`src/rtl/shift_multiplier.sv`:
```
// Sequential shift-and-add unsigned multiplier.
// One multiplier bit is retired per enabled clock; result lands in a held register.
module shift_multiplier #(
    parameter int WIDTH = 16
) (
    input  logic                 clk,
    input  logic                 rst_n,
    input  logic                 en,
    input  logic                 start,
    input  logic [WIDTH-1:0]     a,
    input  logic [WIDTH-1:0]     b,
    output logic                 busy,
    output logic                 done,
    output logic [2*WIDTH-1:0]   product
);

    localparam int CW = $clog2(WIDTH + 1);

    typedef enum logic [1:0] {
        S_IDLE,
        S_BUSY,
        S_DONE
    } state_t;

    state_t               r_state;
    logic [2*WIDTH-1:0]   r_mcand;
    logic [WIDTH-1:0]     r_mplier;
    logic [2*WIDTH-1:0]   r_acc;
    logic [CW-1:0]        r_count;
    logic                 r_busy;
    logic                 r_done;
    logic [2*WIDTH-1:0]   r_product;

    logic [2*WIDTH-1:0]   w_acc_next;
    logic                 w_last;

    // Partial product for this step; also the final result on the last step.
    always_comb begin
        w_acc_next = r_acc;
        if (r_mplier[0]) begin
            w_acc_next = r_acc + r_mcand;
        end
        w_last = (r_count == CW'(WIDTH - 1));
    end

    // Control FSM and datapath; en low freezes everything, stretching done.
    always_ff @(posedge clk or negedge rst_n) begin
        if (!rst_n) begin
            r_state   <= S_IDLE;
            r_mcand   <= '0;
            r_mplier  <= '0;
            r_acc     <= '0;
            r_count   <= '0;
            r_busy    <= 1'b0;
            r_done    <= 1'b0;
            r_product <= '0;
        end else if (en) begin
            unique case (r_state)
                S_IDLE: begin
                    if (start) begin
                        r_mcand  <= {{WIDTH{1'b0}}, a};
                        r_mplier <= b;
                        r_acc    <= '0;
                        r_count  <= '0;
                        r_busy   <= 1'b1;
                        r_state  <= S_BUSY;
                    end
                end
                S_BUSY: begin
                    r_acc    <= w_acc_next;
                    r_mcand  <= r_mcand << 1;
                    r_mplier <= r_mplier >> 1;
                    r_count  <= r_count + CW'(1);
                    if (w_last) begin
                        r_product <= w_acc_next;
                        r_busy    <= 1'b0;
                        r_done    <= 1'b1;
                        r_state   <= S_DONE;
                    end
                end
                S_DONE: begin
                    r_done  <= 1'b0;
                    r_state <= S_IDLE;
                end
                default: begin
                    r_busy  <= 1'b0;
                    r_done  <= 1'b0;
                    r_state <= S_IDLE;
                end
            endcase
        end
    end

    assign busy    = r_busy;
    assign done    = r_done;
    assign product = r_product;

endmodule

```
`config.mk`:
```
export PLATFORM = sky130hd
export DESIGN_NAME = shift_multiplier
export DESIGN_NICKNAME = d
export VERILOG_FILES = /design/src/rtl/shift_multiplier.sv
export SDC_FILE = /design/constraint.sdc
export NUM_CORES = 1
export LEC_CHECK = 0
export BUFFER_PORTS_ARGS = -buffer_cell sky130_fd_sc_hd__buf_4
export CAP_MARGIN = 20
export CORE_MARGIN = 3
export CORE_UTILIZATION = 46
export DETAILED_ROUTE_END_ITERATION = 16
export PLACE_DENSITY_LB_ADDON = 0.12
export SYNTH_ARGS = -nofsm -noshare
export SYNTH_HDL_FRONTEND = slang
export SYNTH_SLANG_ARGS = --single-unit
```
`constraint.sdc`:
```
create_clock -name clk -period 3.3 [get_ports clk]
set_input_delay 0.66 -clock clk [delete_from_list [all_inputs] [get_ports clk]]
set_output_delay 0.66 -clock clk [all_outputs]
set_load 0.02 [all_outputs]
```
==> results.toml, run 1 <==
[clocking]
cts_root_buffer = "clkbuf_16"
h-tree-depth = 4
clk_pin_slew_ns = 0.05
clock-sinks = 121
cts_max_path_buffers = 2
postCtsSetupRepairBufs = 0
cts_tree = "built"
cts_resized = 0
cts_buffers = 17
clk_latency_ns = 0.42
postCtsHoldBufs = 0

[final_layout]
nets = 826
utilization_pct = 55.5
fin_cells = 953
drive_above_1_share_pct = 18.6
antenna_cells = 0
areaGrowthSynthToFinish_pct = 17.9

[die]
rows = 44
num_io_pins = 70
die_w_um = 128
start_util_pct = 47.1
fp.dieH_um = 128
die_area_um2 = 16400
coreArea_um2 = 14600

[synthesis]
post_synth.cell_area_avg_um2 = 9.87
yosysWarnings = 0
synth_fp_nets = 766
synthTopCellsByCount = "dfrtp_1, nand2_1, o21ai_0"
yosysTopAreaCell = "dfrtp_1"
synth_cell_types = 66
synth_edf_count = 0
ys_ff_latch = 121
synth_seq_area_share_pct = 44.1
yosysMostFrequentCell = "dfrtp_1"
syn-cell-area_um2 = 6870
async_reset_ff_share_pct = 100
syn_inst = 696
ys.flop_type = "dfrtp_1"
synth_area_leaders = "dfrtp_1, mux2i_1, ha_1, o21ai_0, a22o_1"
netlist.area_leader.share_pct = 44.1

[pwr]
p_leak_nw = 3.98
peakVddDrop_mv = 0.522
cellPowerDensity_nw_per_um2 = 921

[routing]
drt-pass1-iter-count = 4
wl_mm = 16.5
vias = 5447
ant_nets = 0
avgViaCountPerCell = 5.72
wire_per_inst_um = 17.3
drc_errors = 0
dr.first_iter.drc_count = 255

[critical_path]
slowest_stage = "fa_1"
cpPeakStageDelay_ns = 0.41
cp_top_family = "compound AO/OA/AOI/OAI gates"
critPathMaxFanout = 4
required_ns = 3.65
startpoint_type = "flip-flop"
crit_top_cell = "o21ai_1"
path_buf_inv = 0
crit_path_end_kind = "flip-flop"
crit_chain = "ha_1, fa_1, a21oi_1, o211ai_1, a32oi_1, o21ai_1, a21oi_2, o21ai_1, or3_1, nand3_1"
worstSetupPathType = "reg2reg"
arrival_ns = 3.30

[placed_design]
place_ws_ns = 0.398
port_buffers = 69
dp_hpwl_mm = 11.8
routabilityCongestion = 0.878
place_inst = 921

[status]
outcome = "finished, final reports clean"

[global_route]
grt_start_max_net_pins = 68
grt_pass1_vias = 5572
grt_overflow = 0
antenna_found_initial = 0
grt_pass1_wl_mm = 27.7
grt.total_usage_pct = 21.2

[sta]
max_freq_mhz = 339
worst_pin_slew_ns = 0.607
rsz0062_at_grt = "false"
slew_violations = 0
post-route-min-period_ns = 2.95
fin_worst_skew_ns = 0.0104
hold_viol = 0
max_slew_margin_pct = 59.5
final.setup.tns_ns = 0
final-setup-viol-count = 0
fin_ws_ns = 0.353
period_share_pct = 89.3

[job]
cap_viol_max_count = 0

[hold_path]
hold_path.class = "in2async"
-- area by class of cell --
class	instances	area, µm²
fillers	1307	6490
clock inverters	8	45.0
clock buffers	24	492
well taps	184	230
repair buffers	84	656
inverters	7	26.3
multi-input cells	525	3620
flip-flops and latches	121	3030
-- stage by stage --
stage	cell area [µm²]	total power [mW]	hold WS [ns]
detailed placement	7560	5.83	0.474
global route	8100	8.02	0.288
finish	8100	7.46	0.253
floorplan	6870	4.87	0.364
CTS	8100	7.54	0.260
global placement	7560	5.74	0.468
-- cell families (layout without fill, tap and decap cells) --
group                    Yosys count  after routing  share of synthesized area, %
AO/OA/AOI/OAI                    247            247                          24.3
AND/OR/NAND/NOR                  175            175                          12.2
flip-flops                       121            121                          44.1
buffers and inverters             50            123                          3.51
multiplexers                      43             43                          6.26
adder cells (fa/ha/maj)           34             34                          6.30
XOR/XNOR                          26             26                          3.31
-- per-layer routing --
layer	GRT usage, %	part of all wire, %	vias up
li1	-	-	2674
met1	27.5	46	2671
met2	35.2	49	87
met3	5.04	3.6	15
met4	6.55	1.2	0
met5	0	0	-
-- worst reg2reg max path, delay by kind of cell (launching register included) --
family,cells,cell delay [ns]
flip-flops,1,0.40
AND/OR/NAND/NOR,2,0.49
adder cells (fa/ha/maj),2,0.64
AO/OA/AOI/OAI,6,1.35
-- where the power goes --
| part | switching (mW) | total, mW | leakage (nW) | internal [mW] |
|---|---|---|---|---|
| registers | 0.450 | 2.48 | 1.60 | 2.03 |
| clock network | 0.647 | 1.68 | 0.266 | 1.03 |
| logic | 1.92 | 3.31 | 2.11 | 1.39 |
| total | 3.02 | 7.46 | 3.98 | 4.44 |
-- registers in the layout, indices dropped and copies added, names as in the netlist --
| register | count |
|---|---|
| r_count | 5 |
| r_mplier | 16 |
| r_mcand | 32 |
| r_state | 2 |
| busy | 1 |
| product | 32 |
| r_acc | 32 |
| done | 1 |
-- path summary, 6_finish.rpt --
kind	end	slack, ns	depth (start not counted)	from
min reg2reg	product[14]$_DFFE_PN0P_	0.48	2	product[14]$_DFFE_PN0P_
min in group clk	done$_DFFE_PN0P_	0.47	2	en
max reg2reg	product[28]$_DFFE_PN0P_	0.35	10	r_mcand[0]$_DFFE_PN0P_
max	product[28]$_DFFE_PN0P_	0.35	10	r_mcand[0]$_DFFE_PN0P_
max in group asynchronous	r_count[2]$_DFFE_PN0P_	2.30	2	rst_n
min	product[11]$_DFFE_PN0P_	0.25	1	rst_n
-- cells in the final DEF, fill, tap and decap left out, types with 3 or more instances in the layout --
cell | synthesis | routed
inv_1 | 7 | 7
a221o_1 | 6 | 6
clkbuf_8 | 3 | 4
mux2i_1 | 43 | 43
a211oi_1 | 4 | 4
o21a_1 | 6 | 6
a21o_1 | 23 | 23
a21oi_2 | 4 | 4
buf_4 | 0 | 82
clkinv_2 | 0 | 6
nor3_1 | 8 | 8
nand2_1 | 84 | 84
nor2b_1 | 5 | 4
o21bai_1 | 4 | 4
nand3_1 | 8 | 8
nor3b_1 | 7 | 7
clkbuf_16 | 0 | 17
a21oi_1 | 49 | 49
dfrtp_1 | 121 | 121
clkbuf_1 | 26 | 3
xnor2_1 | 20 | 20
a22o_1 | 39 | 39
and3_1 | 12 | 12
nor2_1 | 27 | 27
nand2b_1 | 3 | 3
o21ai_0 | 73 | 73
o211ai_1 | 3 | 3
ha_1 | 33 | 33
xor2_1 | 6 | 6
and3_2 | 4 | 4
a31oi_1 | 5 | 5
o21ai_1 | 6 | 4
No activity file was read; power rests on OpenSTA's default activity.
==> inputs of run 2 (changes only) <==
Settings changed: CORE_UTILIZATION 46 to 35.
==> results.toml, run 2 (same netlist as run 1, synthesis figures left out) <==
[critical_path]
startpoint_type = "flip-flop"
critPathMaxFanout = 4
crit_chain = "ha_1, fa_1, a21oi_1, o211ai_1, a32oi_1, o21ai_1, a21oi_2, o21ai_1, or3_1, nand3_1"
cp_top_family = "compound AO/OA/AOI/OAI gates"
crit_top_cell = "o21ai_1"
worstSetupPathType = "reg2reg"
arrival_ns = 3.37
crit_path_end_kind = "flip-flop"
slowest_stage = "a32oi_1"
required_ns = 3.65
cpPeakStageDelay_ns = 0.41
path_buf_inv = 0

[pwr]
peakVddDrop_mv = 0.465
p_leak_nw = 4.02
cellPowerDensity_nw_per_um2 = 942
total_power_mw = 7.81

[final_layout]
final_common_cell = "dfrtp_1"
drive_above_1_share_pct = 18.5
fin_cells = 1029
mostFrequentLayoutCells = "dfrtp_1, nand2_1, buf_4"
areaGrowthSynthToFinish_pct = 20.7
multi_input_area_um2 = 3620
antenna_cells = 0
nFillCells = 1915
nets = 826
register_area_um2 = 3030

[sta]
worst_pin_slew_ns = 0.739
final-setup-viol-count = 0
slew_violations = 0
period_share_pct = 91.4
final.setup.tns_ns = 0
max_slew_margin_pct = 50.7
hold_viol = 0
max_freq_mhz = 332
rsz0062_at_grt = "false"
fin_worst_skew_ns = 0.00694
fin_ws_ns = 0.284
post-route-min-period_ns = 3.02

[die]
die_w_um = 146
rows = 50
start_util_pct = 36.1
num_io_pins = 70
coreArea_um2 = 19000
die_area_um2 = 21300
fp.dieH_um = 146

[routing]
avgViaCountPerCell = 5.25
dr.first_iter.drc_count = 357
wl_mm = 17.2
wire_per_inst_um = 16.7
ant_nets = 0
drc_errors = 0
vias = 5399
drt-pass1-iter-count = 4

[clocking]
clk_pin_slew_ns = 0.05
cts_buffers = 17
cts_resized = 0
cts_root_buffer = "clkbuf_16"
cts_max_path_buffers = 2
clock-sinks = 121
postCtsHoldBufs = 0
h-tree-depth = 4
postCtsSetupRepairBufs = 0
cts_tree = "built"
clk_latency_ns = 0.42

[placed_design]
port_buffers = 69
place_inst = 997
place_ws_ns = 0.301
dp_hpwl_mm = 12.2
routabilityCongestion = 0.879

[global_route]
gr-usage-met3_pct = 4.16
grt_pass1_vias = 5686
top_usage_layer = "met2"
grt.total_usage_pct = 16.8
grt_pass1_wl_mm = 29.5
grt_use_met2_pct = 27.0
met1_usage_pct = 22.3
grt_start_max_net_pins = 68
antenna_found_initial = 0
grt_overflow = 0

[job]
cap_viol_max_count = 0

[hold_path]
hold_path.class = "in2async"

[status]
outcome = "finished, final reports clean"
[run 2: stage by stage]
| step | hold WS [ns] | utilization [%] | cell area, µm² |
|---|---|---|---|
| 2_1_floorplan | 0.364 | - | 6870 |
| 3_3_place_gp | 0.467 | 40.3 | 7660 |
| 3_5_place_dp | 0.473 | 40.3 | 7660 |
| 4_1_cts | 0.0474 | 43.6 | 8290 |
| 5_1_grt | 0.0498 | 43.6 | 8290 |
| 6_report | 0.0624 | 43.6 | 8290 |
[run 2: area by class of cell]
cell class,count,area share (%)
inverter,7,0.317
multi-input combinational,525,43.7
timing repair buffer,84,7.91
clock inverter,7,1.66
tap,260,3.92
sequential,121,36.5
clock buffer,25,5.98
[run 2: final timing paths]
check | startpoint | endpoint | slack [ns] | cells after the start
worst max-delay path | r_mcand[0]$_DFFE_PN0P_ | product[28]$_DFFE_PN0P_ | 0.28 | 10
worst min-delay path | rst_n | r_mcand[13]$_DFFE_PN0P_ | 0.06 | 1
worst max register to register | r_mcand[0]$_DFFE_PN0P_ | product[28]$_DFFE_PN0P_ | 0.28 | 10
worst min register to register | product[3]$_DFFE_PN0P_ | product[3]$_DFFE_PN0P_ | 0.48 | 2
max in group asynchronous | rst_n | product[29]$_DFFE_PN0P_ | 2.42 | 2
min in group clk | en | done$_DFFE_PN0P_ | 0.47 | 2
[run 2: per-layer routing]
layer | routed length [µm] | vias to the layer above
met2 | 7990 | 95
met5 | 0 | -
met1 | 8190 | 2618
li1 | - | 2664
met4 | 300 | 0
met3 | 705 | 22
[run 2: report_power, final]
| group | switching, mW | leakage (nW) | internal [mW] |
|---|---|---|---|
| Clock | 0.661 | 0.307 | 1.34 |
| Combinational | 1.96 | 2.11 | 1.39 |
| Sequential | 0.422 | 1.60 | 2.03 |
| Total | 3.05 | 4.02 | 4.76 |
